--- src/rtl/tug_pkg.sv ---
// Shared types and constants for the tug-of-war referee.
package tug_pkg;

   typedef enum logic [1:0] {
      PLAY,
      POINT,
      GAMEOVER
   } state_e;

   typedef enum logic [1:0] {
      NONE  = 2'b00,
      LEFT  = 2'b01,
      RIGHT = 2'b10
   } winner_e;

   localparam int unsigned ScoreWidth = 3;

endpackage

--- src/rtl/tug_score_counter.sv ---
// Per-player saturating score counter with a match-point indicator.
module tug_score_counter
   import tug_pkg::*;
#(
   parameter int unsigned WIN_SCORE = 3
) (
   input  logic                  clk,
   input  logic                  reset,
   input  logic                  inc,
   output logic [ScoreWidth-1:0] count,
   output logic                  reached
);

   localparam logic [ScoreWidth-1:0] Win = ScoreWidth'(WIN_SCORE);

   logic [ScoreWidth-1:0] count_q, count_d;

   always_comb begin
      count_d = count_q;
      if (inc && (count_q != Win)) begin
         count_d = count_q + 1'b1;
      end
   end

   // Reflects the count after this edge so the referee can decide GAMEOVER
   // in the same cycle the winning point is scored.
   assign reached = (count_d == Win);
   assign count   = count_q;

   always_ff @(posedge clk or posedge reset) begin
      if (reset) begin
         count_q <= '0;
      end else begin
         count_q <= count_d;
      end
   end

endmodule

--- src/rtl/tug_referee.sv ---
// Tug-of-war game controller: rope position, scoring, post-point hold and
// match-win detection.
module tug_referee
   import tug_pkg::*;
#(
   parameter int unsigned NUM_LEDS    = 9,
   parameter int unsigned WIN_SCORE   = 3,
   parameter int unsigned HOLD_CYCLES = 4
) (
   input  logic                  clk,
   input  logic                  reset,
   input  logic                  left_pulse,
   input  logic                  right_pulse,
   output logic [NUM_LEDS-1:0]   leds,
   output logic [ScoreWidth-1:0] left_score,
   output logic [ScoreWidth-1:0] right_score,
   output logic                  point,
   output logic                  game_over,
   output logic [1:0]            winner
);

   localparam int unsigned PosW  = $clog2(NUM_LEDS);
   localparam int unsigned HoldW = (HOLD_CYCLES > 1) ? $clog2(HOLD_CYCLES) : 1;

   localparam logic [PosW-1:0]     PosCenter = PosW'(NUM_LEDS / 2);
   localparam logic [PosW-1:0]     PosMax    = PosW'(NUM_LEDS - 1);
   localparam logic [HoldW-1:0]    HoldLoad  = HoldW'(HOLD_CYCLES - 1);
   localparam logic [NUM_LEDS-1:0] OneLed    = NUM_LEDS'(1);

   state_e           state_q, state_d;
   logic [PosW-1:0]  pos_q, pos_d;
   logic [HoldW-1:0] hold_q, hold_d;
   logic             point_q, point_d;
   winner_e          winner_q, winner_d;

   logic in_play, left_only, right_only;
   logic left_inc, right_inc;
   logic left_reached, right_reached;

   // A simultaneous press from both players cancels out.
   assign in_play    = (state_q == PLAY);
   assign left_only  = in_play && left_pulse && !right_pulse;
   assign right_only = in_play && right_pulse && !left_pulse;
   assign left_inc   = left_only && (pos_q == PosMax);
   assign right_inc  = right_only && (pos_q == '0);

   tug_score_counter #(
      .WIN_SCORE (WIN_SCORE)
   ) u_left_score (
      .clk     (clk),
      .reset   (reset),
      .inc     (left_inc),
      .count   (left_score),
      .reached (left_reached)
   );

   tug_score_counter #(
      .WIN_SCORE (WIN_SCORE)
   ) u_right_score (
      .clk     (clk),
      .reset   (reset),
      .inc     (right_inc),
      .count   (right_score),
      .reached (right_reached)
   );

   always_comb begin
      state_d  = state_q;
      pos_d    = pos_q;
      hold_d   = hold_q;
      point_d  = 1'b0;
      winner_d = winner_q;

      unique case (state_q)
         PLAY: begin
            if (left_inc || right_inc) begin
               point_d = 1'b1;
               if ((left_inc && left_reached) || (right_inc && right_reached)) begin
                  state_d  = GAMEOVER;
                  winner_d = left_inc ? LEFT : RIGHT;
               end else begin
                  state_d = POINT;
                  hold_d  = HoldLoad;
               end
            end else if (left_only) begin
               pos_d = pos_q + 1'b1;
            end else if (right_only) begin
               pos_d = pos_q - 1'b1;
            end
         end
         POINT: begin
            if (hold_q == '0) begin
               state_d = PLAY;
               pos_d   = PosCenter;
            end else begin
               hold_d = hold_q - 1'b1;
            end
         end
         GAMEOVER: begin
         end
         default: begin
            state_d = PLAY;
            pos_d   = PosCenter;
         end
      endcase
   end

   always_ff @(posedge clk or posedge reset) begin
      if (reset) begin
         state_q  <= PLAY;
         pos_q    <= PosCenter;
         hold_q   <= '0;
         point_q  <= 1'b0;
         winner_q <= NONE;
      end else begin
         state_q  <= state_d;
         pos_q    <= pos_d;
         hold_q   <= hold_d;
         point_q  <= point_d;
         winner_q <= winner_d;
      end
   end

   assign leds      = in_play ? (OneLed << pos_q) : '0;
   assign game_over = (state_q == GAMEOVER);
   assign winner    = winner_q;
   assign point     = point_q;

endmodule

--- config.mk ---
export PLATFORM = sky130hd
export DESIGN_NAME = tug_referee
export DESIGN_NICKNAME = d
export VERILOG_FILES = /design/src/rtl/tug_pkg.sv /design/src/rtl/tug_score_counter.sv /design/src/rtl/tug_referee.sv
export SDC_FILE = /design/constraint.sdc
export NUM_CORES = 1
export LEC_CHECK = 0
export CAP_MARGIN = 0
export CORE_MARGIN = 10
export CORE_UTILIZATION = 45
export CTS_CLUSTER_SIZE = 24
export DETAILED_ROUTE_END_ITERATION = 10
export GPL_TIMING_DRIVEN = 0
export PLACE_DENSITY = 0.7
export SLEW_MARGIN = 15
export SYNTH_ARGS = -nofsm -noshare
export SYNTH_HDL_FRONTEND = slang
export SYNTH_SLANG_ARGS = --single-unit
--- constraint.sdc ---
create_clock -name clk -period 2.3 [get_ports clk]
set_input_delay 0.575 -clock clk [delete_from_list [all_inputs] [get_ports clk]]
set_output_delay 0.575 -clock clk [all_outputs]
set_load 0.1 [all_outputs]
==> results of run 1 <==
-- Yosys cell counts, types with 2 or more instances --
library cell and count:
nor3_1 6, inv_1 12, o22ai_1 2, ha_1 7
mux2_1 2, o21ai_0 6, dfrtp_1 16, xor2_1 3
nor4bb_1 2, nand3b_1 2, nand2_1 7, or3_4 2
o21a_1 2, a21oi_1 4, mux2_2 3, nor2_1 9
-- power by group --
part | switching, mW | total [mW] | leakage (nW) | internal, mW
Clock | 0.0904 | 0.158 | 0.0150 | 0.0674
Combinational | 0.997 | 1.48 | 0.484 | 0.483
Sequential | 0.128 | 0.548 | 0.197 | 0.420
Total | 1.22 | 2.19 | 0.696 | 0.970
-- worst max path at each step --
| stage | from | cells past startpoint | slack [ps] | endpoint |
|---|---|---|---|---|
| after floorplan | state_q[0] | 4 | -380 | leds[5] |
| after global placement | pos_q[0] | 5 | -640 | leds[8] |
| final | right_pulse | 10 | -50 | pos_q[3] |
| after CTS | pos_q[3] | 3 | 7 | leds[3] |
| after global routing | right_pulse | 10 | -110 | pos_q[3] |
| after detailed placement | pos_q[0] | 5 | -650 | leds[8] |
-- area by class of cell --
class                           count  area [um^2]  share of cell area, %
Inverter                           12         45.0                   2.99
Multi-Input combinational cell     84          701                   46.5
Tap cell                           30         37.5                   2.49
Timing Repair Buffer               26          238                   15.8
Sequential cell                    17          435                   28.9
Buffer                              3         23.8                   1.58
Clock buffer                        4         26.3                   1.74
-- through the flow --
stage               setup TNS [ps]  setup slack [ps]  utilization (%)  cell area (um^2)  hold slack, ps
floorplan                    -2590              -375                -              1190             486
global placement             -6280              -638             58.9              1450             477
detailed placement           -6440              -652             58.9              1450             484
CTS                              0              6.55             59.2              1450             502
global route                  -132              -105             61.4              1510             541
finish                       -48.2             -48.2             61.4              1510             497
-- routing by layer --
layer / global-route usage [%] / vias up / wire length, um
li1: - / 472 / -
met1: 10.2 / 454 / 1060
met2: 17.5 / 16 / 1380
met3: 3.81 / 4 / 140
met4: 3.95 / 0 / 28
met5: 0 / - / 0
-- registers in the layout, summed over array words and instances (netlist names) --
| name | cells |
|---|---|
| pos_q | 4 |
| hold_q | 2 |
| winner | 2 |
| u_right_score.count | 3 |
| point | 1 |
| u_left_score.count | 3 |
| state_q | 2 |
-- cells by family after synthesis --
kind of cell / count (synthesis) / share of synthesized area, %
adder cells (fa/ha/maj): 8 / 9.37
multiplexers: 6 / 5.77
AO/OA/AOI/OAI: 23 / 14.8
flip-flops: 17 / 37.1
XOR/XNOR: 4 / 3.05
buffers and inverters: 15 / 5.99
AND/OR/NAND/NOR: 43 / 23.9
-- worst max-delay path: cells and delay by family --
family | cells | cell delay (ps)
XOR/XNOR | 1 | 210
AND/OR/NAND/NOR | 2 | 490
AO/OA/AOI/OAI | 4 | 610
adder cells (fa/ha/maj) | 1 | 270
buffers and inverters | 2 | 400
-- timing repair --
action | in CTS | in global routing
setup endpoints to repair | 21 | 10
setup buffers | 0 | 4
resized for setup | 72 | 10
pin swaps | 2 | 6
==> impl_metrics.csv, run 1 <==
group,metric,value,unit
clock_tree,cts_hold_buf,0,
timing,rsz0062_at_grt,"true",
setup_path,cp_max_fo,6,
final_layout,final_cell_mix,"12 x inv_1, 10 x dlygate4sd2_1, 9 x dfrtp_1",
drt,drc,0,
status,status,"complete, but fails checks",
clock_tree,cts_tree,"yes",
yosys,yosys_warnings,0,
yosys,avgSynthCellArea,9.90,um^2
final_layout,antenna-diode-count,0,
yosys,synth_top_area_share,34.9,%
setup_path,rr_worst_depth,9,
place,placed_cells,168,
pwr,peakVddDrop,0.00102,V
drt,detail-route-antenna-nets,0,
min_path,min-delay-start,"winner[0]",
global_route,grt_pass1_vias,919,
setup_path,start_kind,"input port",
final_layout,nets,159,
die,ios,23,
place,dp_hpwl,2.00,mm
pwr,total_power,2.19,mW
yosys,ys_seq_elements,17,
drt,num_vias,946,
final_layout,fin_cells,176,
global_route,grt_overflow_total,0,
die,die_area,0.00497,mm^2
min_path,hp-class,"reg2reg",
pwr,p_leak,0.696,nW
drt,drt-initial-drc-count,32,
yosys,synth-edff-count,0,
clock_tree,numClockSinks,17,
setup_path,cpMaxStageDelayCell,"or2b_4",
yosys,synthCells,116,
status,failed_checks,"negative setup slack",
setup_path,end_kind,"flip-flop",
yosys,synth_area_leaders,"dfrtp_1 35%, ha_1 7.6%, inv_1 3.9%, nor2_1 2.9%, mux2_2 2.9%",
timing,fmax,0.426,GHz
timing,finClkSkew,4.58,ps
flow_run,drv_cap,0,
clock_tree,numCtsBuffers,3,
yosys,netlist_area,0.00115,mm^2
drt,wl_per_cell,14.8,um
setup_path,crit_top_cell,"o22ai_1",
yosys,ys_async_sr_fraction,100,%
timing,tightest_slew,965,ps
drt,wirelength,2.61,mm
min_path,hold_end,"winner[0]",
drt,routed_via_density,5.38,
clock_tree,h-tree-depth,1,
timing,timing.final.crit_period,2350,ps
timing,fin_ws,-48.2,ps
drt,first_pass_iters,4,
clock_tree,clk_latency,290,ps
yosys,ys_types,47,
global_route,grt_max_degree,18,
timing,setup_viol_count_final,1,
global_route,grt_antenna_before_repair,0,
setup_path,required,2510,ps
setup_path,r2r_end,"pos_q[3]",
global_route,grt_pass1_wl,4.10,mm
die,dieWidth,70.5,um
min_path,hold_depth,1,
setup_path,rrSetupSlack,-10,ps
setup_path,worst-endpoint-arrival,2560,ps
final_layout,area_growth,31.2,%
place,port-buffer-count,22,
die,coreArea,0.00245,mm^2
final_layout,fillers,225,
setup_path,critPathMaxStageDelay,270,ps
place,gp_congestion,0.836,
pwr,pwr_density_cell,1450,mW/mm^2
setup_path,r2r_start,"state_q[1]",
die,row_count,18,
clock_tree,cts_root_buf,"clkbuf_4",
timing,post-route-period-util,102,%
yosys,ys.flop_type,"dfrtp_1",
setup_path,worst-setup-path-type,"in2reg",
yosys,yosysSeqAreaShare,37.1,%
yosys,syn-num-nets,128,
timing,finalMaxSlewViolations,0,
die,die_h,70.5,um
yosys,synth_top_cell_by_area,"dfrtp_1",
timing,hold_viol,0,
clock_tree,clk_pin_slew,100,ps
global_route,track_usage,9.89,%
die,initial_core_util,46.8,%
setup_path,cp_cell_sequence,"dlygate4sd2_1, or2b_4, or2_1, buf_6, ha_1, a21o_1, a21oi_2, xor2_1, o22ai_1, o22ai_1",
clock_tree,clock_path_buffers,2,
timing,relSlewSlack,35.9,%
final_layout,layout_commonest_cell,"inv_1",
final_layout,layout-drive-gt1-share,37.7,%
(Power assumes the default switching activity.)
==> run 2, diff against run 1 <==
- CORE_MARGIN: 10 -> 3
==> run 2 against run 1 <==
Compared with the run above: the flow now finishes without violations; die area shrank 36%; via count shrank 1.4%; sequential cell count did not move; count of clock-buffer cells in the layout unchanged; global-route usage grew 6.9 points; fmax rose by 3.8%; core utilization is 5.4 points higher; clock power about the same; wire length down 5.4%; non-clock buffer count is 2 lower; critical path depth is the same; critical path type unchanged.
==> impl_metrics.csv, run 2 (same netlist as run 1, synthesis figures left out) <==
group,metric,value,unit
timing,timing.final.crit_period,2260,ps
final_layout,antenna-diode-count,0,
clock_tree,cts_tree,"yes",
clock_tree,numCtsBuffers,3,
die,die_area,0.00319,mm^2
pwr,pwr_density_cell,1440,mW/mm^2
clock_tree,clk_pin_slew,100,ps
setup_path,worst-setup-path-type,"in2reg",
die,row_count,17,
clock_tree,cts_root_buf,"clkbuf_4",
place,dp_hpwl,1.91,mm
global_route,grt_pass1_wl,4.25,mm
die,die_h,56.5,um
timing,hold_viol,0,
clock_tree,cts_hold_buf,0,
timing,fin_ws,38.0,ps
global_route,grt_antenna_before_repair,0,
global_route,grt_overflow_total,0,
pwr,peakVddDrop,0.00103,V
final_layout,final_cell_mix,"12 x inv_1, 11 x dlygate4sd2_1, 9 x dfrtp_1",
final_layout,area_growth,34.9,%
final_layout,layout-drive-gt1-share,36.1,%
global_route,track_usage,16.8,%
drt,wl_per_cell,14.3,um
drt,drc,0,
pwr,total_power,2.23,mW
clock_tree,clk_latency,280,ps
place,placed_cells,166,
final_layout,largest_reg_flops,4,
setup_path,end_kind,"flip-flop",
final_layout,final_area,0.00155,mm^2
clock_tree,clock_path_buffers,2,
timing,tightest_slew,963,ps
pwr,p_leak,0.714,nW
die,dieWidth,56.5,um
timing,relSlewSlack,36.0,%
final_layout,fin_cells,172,
timing,finalMaxSlewViolations,0,
timing,post-route-period-util,98.3,%
place,gp_congestion,0.802,
drt,routed_via_density,5.42,
flow_run,drv_cap,0,
global_route,grt_pass1_vias,985,
setup_path,required,2470,ps
min_path,hp-class,"reg2reg",
drt,num_vias,933,
timing,setup_tns,0,ps
drt,wirelength,2.47,mm
die,initial_core_util,49.5,%
setup_path,worst-endpoint-arrival,2440,ps
final_layout,largest_register,"pos_q",
timing,whs,491,ps
final_layout,final_util,66.8,%
place,pre_cts_ws,-648,ps
final_layout,fillers,191,
drt,detail-route-antenna-nets,0,
die,ios,23,
timing,rsz0062_at_grt,"true",
clock_tree,h-tree-depth,1,
timing,fmax,0.442,GHz
timing,finClkSkew,4.07,ps
place,placed_area,0.00144,mm^2
clock_tree,numClockSinks,17,
drt,drt-initial-drc-count,21,
final_layout,nets,157,
final_layout,layout_commonest_cell,"inv_1",
global_route,grt_max_degree,18,
setup_path,cp_max_fo,6,
drt,first_pass_iters,4,
die,coreArea,0.00232,mm^2
status,status,"completed",
timing,setup_viol_count_final,0,
setup_path,start_kind,"input port",
place,port-buffer-count,22,
-- run 2: cell count changes in the layout (fill, tap and decap cells not counted), sizes merged --
cell | previous run | this run
buf | 16 | 14
clkbuf | 5 | 4
dlygate4sd2 | 10 | 11
-- run 2: routing by layer --
metal,global-route usage (%),part of all wire [%]
met4,5.76,0.49
met5,0,0
met2,28.4,51
met3,3.45,3.8
met1,21.1,45
-- run 2: where the power goes --
group / internal, mW / switching [mW] / leakage, nW
sequential: 0.420 / 0.148 / 0.197
combinational: 0.494 / 1.01 / 0.502
clock: 0.0673 / 0.0912 / 0.0150
total: 0.981 / 1.25 / 0.714
-- run 2: path summary, 6_finish.rpt --
kind | startpoint | to | slack [ps] | cells past startpoint
setup / recovery | left_pulse | pos_q[3] | 40 | 10
setup reg to reg | state_q[1] | pos_q[3] | 70 | 9
max in group asynchronous | reset | u_right_score.count[0] | 1140 | 2
hold reg to reg | winner[0] | winner[0] | 490 | 1
hold / removal | winner[0] | winner[0] | 490 | 1
min in group asynchronous | reset | u_left_score.count[0] | 680 | 2
-- run 2: cell type report --
| class | count | area [um^2] | area share, % |
|---|---|---|---|
| Multi-Input combinational cell | 84 | 727 | 46.9 |
| Clock buffer | 4 | 26.3 | 1.70 |
| Inverter | 12 | 45.0 | 2.91 |
| Tap cell | 28 | 35.0 | 2.26 |
| Timing Repair Buffer | 24 | 253 | 16.3 |
| Buffer | 3 | 27.5 | 1.78 |
| Sequential cell | 17 | 435 | 28.1 |
-- run 2: worst max-delay path, cell delays in order --
cell	delay [ps]
dlygate4sd2_1	240
or2b_4	290
or2_1	220
buf_6	140
ha_1	270
a21o_1	150
a21oi_4	70
a31o_2	250
o22ai_1	140
o22ai_1	90
-- run 2: what timing repair did --
| action | in CTS | in global routing |
|---|---|---|
| gates cloned | 0 | 0 |
| pin swaps | 1 | 3 |
| buffers inserted | 0 | 2 |
| resized for setup | 76 | 15 |
| endpoints found under the setup margin | 20 | 10 |
==> run 3, diff against run 2 <==
- SETUP_SLACK_MARGIN: default -> 0.5
==> run 3 against run 2 <==
Compared with the run above: power rose by 38%; cell area up 35%; combinational power grew 54%; fmax increased by 1.1%; largest power group unchanged.
==> impl_metrics.csv, run 3 (same netlist as run 1, synthesis figures left out) <==
group,metric,value,unit
clock_tree,cts_tree,"yes",
flow_run,drv_cap,0,
place,dp_hpwl,2.08,mm
die,die_h,56.5,um
setup_path,worst-endpoint-arrival,1660,ps
setup_path,cp_max_fo,4,
setup_path,rr_worst_depth,9,
min_path,hold_depth,1,
global_route,grt_pass1_vias,1241,
die,initial_core_util,49.5,%
pwr,p_leak,0.908,nW
final_layout,area_growth,81.6,%
clock_tree,clk_latency,310,ps
timing,rsz0062_at_grt,"true",
final_layout,largest_reg_flops,4,
drt,wirelength,4.62,mm
die,die_area,0.00319,mm^2
clock_tree,clk_pin_slew,100,ps
setup_path,cpMaxStageDelayCell,"dfrtp_1",
clock_tree,numClockSinks,17,
timing,hold_viol,0,
drt,routed_via_density,5.93,
timing,finalMaxSlewViolations,0,
final_layout,layout-drive-gt1-share,67.1,%
final_layout,largest_register,"pos_q",
setup_path,worst-setup-path-type,"reg2out",
clock_tree,numCtsBuffers,3,
timing,setup_tns,0,ps
timing,tightest_slew,673,ps
global_route,grt_antenna_before_repair,0,
final_layout,antenna-diode-count,0,
place,gp_congestion,0.772,
drt,num_vias,1192,
die,dieWidth,56.5,um
setup_path,critPathMaxStageDelay,410,ps
final_layout,final_cell_mix,"27 x buf_4, 11 x inv_1, 11 x buf_12",
status,status,"completed",
final_layout,fillers,89,
die,row_count,17,
timing,timing.final.crit_period,2240,ps
final_layout,nets,186,
die,coreArea,0.00232,mm^2
setup_path,cp_cell_sequence,"buf_6, or3_4, nor3_4, buf_12",
drt,wl_per_cell,23.0,um
drt,first_pass_iters,4,
timing,fmax,0.447,GHz
global_route,grt_overflow_total,0,
setup_path,required,1730,ps
timing,setup_viol_count_final,0,
timing,post-route-period-util,97.3,%
final_layout,final_util,90.0,%
pwr,total_power,3.08,mW
setup_path,critPathTopFamily,"simple AND/OR/NAND/NOR gates",
drt,drc,0,
setup_path,cp_num_cells,4,
timing,relSlewSlack,55.1,%
min_path,hp-class,"reg2reg",
global_route,grt_max_degree,18,
timing,whs,518,ps
place,port-buffer-count,22,
timing,finClkSkew,6.27,ps
setup_path,end_kind,"output port",
global_route,track_usage,25.2,%
pwr,pwr_density_cell,1480,mW/mm^2
drt,detail-route-antenna-nets,0,
drt,drt-initial-drc-count,85,
global_route,grt_pass1_wl,6.18,mm
final_layout,layout_commonest_cell,"buf_4",
setup_path,cp_num_buf_inv,2,
setup_path,start_kind,"flip-flop",
die,ios,23,
clock_tree,h-tree-depth,1,
pwr,peakVddDrop,0.00125,V
clock_tree,cts_root_buf,"clkbuf_4",
clock_tree,clock_path_buffers,2,
[run 3: cell count changes in the layout (fill, tap and decap cells not counted), sizes merged]
| cell | delta |
|---|---|
| dlygate4sd2 | -11 |
| buf | +40 |
[run 3: final cells by class]
| type | count | area, um^2 | share of cell area (%) |
|---|---|---|---|
| well taps | 28 | 35.0 | 1.68 |
| plain buffers | 3 | 33.8 | 1.62 |
| repair buffers | 53 | 553 | 26.5 |
| multi-input cells | 84 | 931 | 44.6 |
| clock buffers | 4 | 26.3 | 1.26 |
| inverters | 12 | 50.0 | 2.40 |
| flip-flops and latches | 17 | 457 | 21.9 |
[run 3: timing repair]
action | CTS | global route
endpoints found under the hold margin | 0 | 0
buffers inserted | 20 | 11
hold buffers | 0 | 0
pin swaps | 22 | 18
setup endpoints to repair | 32 | 29
resized for setup | 152 | 26
gates cloned | 0 | 0
[run 3: report_power, final]
group          switching, mW  internal [mW]  total, mW
clock network          0.101         0.0678      0.169
registers              0.157          0.446      0.603
logic                   1.37          0.945       2.31
total                   1.62           1.46       3.08
[run 3: path summary, 6_finish.rpt]
check | startpoint | endpoint | slack [ps]
setup / recovery | state_q[0] | leds[3] | 60
hold / removal | winner[0] | winner[0] | 520
setup reg to reg | state_q[1] | pos_q[3] | 90
hold reg to reg | winner[0] | winner[0] | 520
max in group asynchronous | reset | u_right_score.count[0] | 1130
min in group asynchronous | reset | hold_q[0] | 670
[run 3: through the flow]
stage | setup slack, ps | cell area (um^2) | cells
after floorplan | 73.8 | 1370 | 116
after global placement | -527 | 1630 | 166
after detailed placement | -562 | 1630 | 166
after CTS | 113 | 1950 | 190
after global routing | -22.1 | 2090 | 201
final | 61.8 | 2090 | 201
[run 3: metal layers]
| metal | part of all wire [%] | wire [um] | vias up | global-route usage [%] |
|---|---|---|---|---|
| met1 | 37 | 1720 | 598 | 27.5 |
| met5 | 0 | 0 | - | 0 |
| met3 | 6.0 | 276 | 15 | 5.98 |
| met4 | 3.6 | 167 | 0 | 10.2 |
| li1 | - | - | 519 | - |
| met2 | 53 | 2450 | 60 | 45.9 |
==> patch 1: new RTL, settings of run 1 <==
Remove the register `point_q`: a continuous assignment takes its place, so the output `point` follows one clock earlier.
--- a/src/rtl/tug_referee.sv
+++ b/src/rtl/tug_referee.sv
@@ -111,5 +111,4 @@
          pos_q    <= PosCenter;
          hold_q   <= '0;
-         point_q  <= 1'b0;
          winner_q <= NONE;
       end else begin
@@ -117,8 +116,9 @@
          pos_q    <= pos_d;
          hold_q   <= hold_d;
-         point_q  <= point_d;
          winner_q <= winner_d;
       end
    end
+
+   assign point_q = point_d;
 
    assign leds      = in_play ? (OneLed << pos_q) : '0;
Formal check against the unedited RTL: not equivalent (Yosys sat finds a counterexample within 10 cycles, from zero or initial values and one cycle with reset high).
==> patch 1 against run 1 <==
Power rose by 15%; worst setup slack improved by 0.066 ns; sequential cell count fell by 1; design area rose by 19%; combinational power rose by 20%; wire length rose by 18%; sequential share of layout area fell by 5.4 points; highest routed layer unchanged; area after synthesis rose by 0.65%; maximum frequency rose by 2.9%; final cell count rose by 7.4%; global-route usage rose by 1.9 points.
==> patch 1: results (changes against run 1) <==
[setup_path]
reg2reg_depth = 6  ; -3
rrSetupSlack_ns = 0.03  ; +0.04 ns
crit_end = point

[yosys]
synthMuxAreaShare = 0.0693  ; +0.0115
synth.area.top_cells = dfrtp_1 32%, ha_1 7.6%, nor2_1 4.9%
synth_cell_types = 51  ; +8.5%
synth_compound_area_frac = 0.150  ; +0.00228
synth-xor-area-share = 0.0227  ; -0.00777
synth_common_cells = 15 x dfrtp_1, 15 x nor2_1, 9 x inv_1, 9 x nand2_1, 7 x ha_1
synth_fa_ha_area_frac = 0.0931  ; -0.000608

[finish]
drive_gt1_frac = 0.541  ; +0.164
fin_nets = 172  ; +8.2%

[cts]
post-cts-setup-buffers = 9  ; +9
cts_resized = 98  ; +36%

[route]
wl_um = 3080  ; +18%
met3_length_um = 143  ; +2.1%
met2WireLength_um = 1530  ; +11%

[pwr]
ir_worst_vdd_mv = 1.02  ; +0.40%
p_leak_uw = 0.000771  ; +11%
p_sw_uw = 1360  ; +12%

[sta]
hold_ws_ns = 0.523  ; +0.0260 ns

[global_route]
met2_usage = 0.205  ; +0.0301
grt_pass1_vias = 1092  ; +19%

[outcome]
outcome = completed

[placement]
placed_cell_area_sq_um = 1480  ; +2.6%

==> patch 1: cell types whose count changed in the layout (fill, tap and decap cells not counted), moves of 4 or more <==
cell / before / now
dlygate4sd2_1: 10 / 6
buf_4: 7 / 17
o21ai_0: 6 / 0
dfrtp_4: 0 / 4
nor3_2: 5 / 1
ha_1: 7 / 3
nor2_4: 2 / 6
buf_12: 0 / 5
==> patch 1: final cells by class <==
class,count,area [sq um]
multi-input cells,86,840
fillers,185,663
flip-flops and latches,16,422
repair buffers,40,392
inverters,10,37.5
well taps,30,37.5
clock buffers,4,36.3
plain buffers,3,27.5
==> patch 1: stage by stage <==
step,std cells,setup WS (ns)
finish,189,0.0182
global placement,168,-1.26
detailed placement,168,-1.26
floorplan,116,-0.407
global route,189,-0.0295
CTS,181,-0.0546
==> patch 1: worst max-delay path, cell delays in order (launching register included) <==
cell	delay [ns]
dfrtp_1	0.39
buf_6	0.13
or3_4	0.42
a21oi_4	0.14
and2_4	0.17
buf_12	0.17
==> patch 2: new RTL, config.mk and constraints of run 1 <==
Made on the original files. Change the package constant `ScoreWidth` from 3 to 6.
--- a/src/rtl/tug_pkg.sv
+++ b/src/rtl/tug_pkg.sv
@@ -14,5 +14,5 @@
    } winner_e;
 
-   localparam int unsigned ScoreWidth = 3;
+   localparam int unsigned ScoreWidth = 6;
 
 endpackage
Interface: changed (resized left_score and right_score); port bits go from 23 to 29. No check against the original RTL was run, so the function may have changed too.
==> patch 2 against run 1 <==
The flow still finishes with violations (setup timing); worst setup slack got worse by 0.028 ns; sequential cell count rose by 6; area after synthesis up 26%; wire length is 38% higher; hold slack hardly changed; power up 10%; synthesized cell count rose by 30%; core utilization up 7.8 points; design area increased by 40%; critical path type is now reg -> reg.
==> patch 2: results (changes against run 1) <==
[global_route]
grt_max_degree = 24  ; +6
met1_usage = 0.149  ; +0.0464
grt_antenna_before_repair = 0  ; unchanged
met3_usage = 0.0315  ; -0.00667
grt_pass1_vias = 1310  ; +43%
grt_pass1_wl_um = 6100  ; +49%
grt_use_total = 0.120  ; +0.0207
met2_usage = 0.200  ; +0.0252

[yosys]
syn_nets = 161  ; +26%
synthArstFlopShare = 1.00  ; unchanged
yosysSeqAreaShare = 0.399  ; +0.0273
synth_common_cells = 22 x dfrtp_1, 15 x nor2_1, 13 x nand2_1
synth.area.top_cells = dfrtp_1 38%, xnor2_1 4.8%, ha_1 4.3%
ys.warnings.count = 0  ; unchanged
synth_cell_types = 41  ; -13%

[setup_path]
reg2reg_depth = 7  ; -2
crit_slowest_cell = or4b_4
max_stage_delay_ns = 0.59  ; +0.32 ns
cp.arrival_ns = 2.57  ; about the same
cp_max_fo = 7  ; +1

[hold_path]
worstHoldPathType = reg -> reg
hold_depth = 2  ; +1

[placement]
portBuffers = 28  ; +27%
gp_congestion = 0.765  ; -8.5%
dp_slack_ns = -0.797  ; -0.145 ns
hpwl_um = 2580  ; +29%

[sta]
setup_viol = 8  ; +7
relSlewSlack = 0.353  ; -0.00566
fin_ws_ns = -0.0761  ; -0.0279 ns
clock_skew_ns = 0.00779  ; +0.00321 ns

[pwr]
p_leak_uw = 0.000971  ; +40%
ir_worst_vdd_mv = 0.569  ; -44%
power.internal_uw = 1130  ; +16%

[route]
wl_per_cell_um = 15.0  ; +1.1%
viasPerCell = 5.36  ; -0.23%
drt_iter0_drc = 78  ; +140%
dr.pass1.iters = 4  ; unchanged

[outcome]
violations = setup timing
outcome = finished with violations

[cts]
cts-root-buf = clkbuf_4
clock_latency_ns = 0.31  ; +0.02 ns
htreeDepth = 1  ; unchanged
clk_pin_slew_ns = 0.13  ; +0.03 ns
cts-hold-fix-buffers = 0  ; unchanged
cts_buffer_depth = 2  ; unchanged

[finish]
fin_nets = 207  ; +30%
drive_gt1_frac = 0.367  ; -0.00937
n_fill_cell = 253  ; +12%
diodes = 0  ; unchanged

## patch 2: cell count changes in the layout (fill, tap and decap cells not counted), sizes merged, moves of 3 or more
| cell | delta |
|---|---|
| dlygate4sd2 | +4 |
| and3 | +3 |
| buf | +9 |
| nor2b | +3 |
| mux2 | -3 |
| dfrtp | +6 |
| nand2 | +5 |
| nor3b | +3 |
| nor2 | +5 |
| nand3 | +5 |
| xnor2 | +7 |
| nor4b | +3 |
| nor3 | -4 |
| xor2 | +3 |
## patch 2: worst paths after layout
kind	startpoint	endpoint	slack, ns
worst max-delay path	state_q[1]	hold_q[0]	-0.08
worst min-delay path	winner[0]	winner[0]	0.50
worst max register to register	state_q[1]	hold_q[0]	-0.08
worst min register to register	winner[0]	winner[0]	0.50
max in group asynchronous	reset	pos_q[0]	0.95
min in group asynchronous	reset	hold_q[0]	0.74
## patch 2: power groups by stage
stage	Combinational (uW)	Sequential (uW)	Clock, uW
2_1_floorplan	913	830	0
3_3_place_gp	1370	628	0
3_5_place_dp	1390	635	0
4_1_cts	1520	608	192
5_1_grt	1730	620	210
6_report	1620	605	189
## patch 2: kinds of logic after synthesis
kind of cell               Yosys count  share of synthesized area
and+or+nand+nor                     67                      0.261
DFF                                 23                      0.399
AOI/OAI and AO/OA                   21                      0.121
buffers and inverters               15                     0.0407
xor gates and xnor gates            14                     0.0848
adders and majority gates            6                     0.0571
muxes                                5                     0.0363
## patch 2: repair_timing
item                       CTS  global route
pin swaps                   12            11
setup endpoints to repair   32            18
buffers inserted             8             7
resized for setup          100            13
## patch 2: per-stage QoR
stage          instance area [sq um]  power (uW)  hold WS (ns)  TNS, ns  instances
2_1_floorplan                   1570        1740         0.484   -0.146        151
3_3_place_gp                    1910        2000         0.463   -10.72        223
3_5_place_dp                    1910        2020         0.473   -11.27        223
4_1_cts                         2030        2320         0.503   -0.230        233
5_1_grt                         2110        2560         0.519   -0.981        240
6_report                        2110        2410         0.497   -0.276        240
## patch 2: layer usage
metal / part of all wire / vias up / wire, um
met5: 0 / - / 0
met4: 0.0064 / 0 / 23
met3: 0.059 / 4 / 212
met2: 0.48 / 33 / 1740
met1: 0.45 / 627 / 1620
li1: - / 623 / -
## patch 2: cell type report
type	count	area (sq um)	share of cell area
Multi-Input combinational cell	113	965	0.457
Sequential cell	23	588	0.279
Timing Repair Buffer	43	420	0.199
Tap cell	44	55.1	0.0261
Inverter	11	41.3	0.0196
Clock buffer	4	26.3	0.0124
Buffer	2	15.0	0.00711
## patch 2: worst max-delay path, delay by kind of cell (launching register included)
family | cells | cell delay, ns
AO/OA/AOI/OAI | 4 | 1.02
multiplexers | 1 | 0.10
AND/OR/NAND/NOR | 1 | 0.59
buffers and inverters | 1 | 0.13
flip-flops | 1 | 0.42
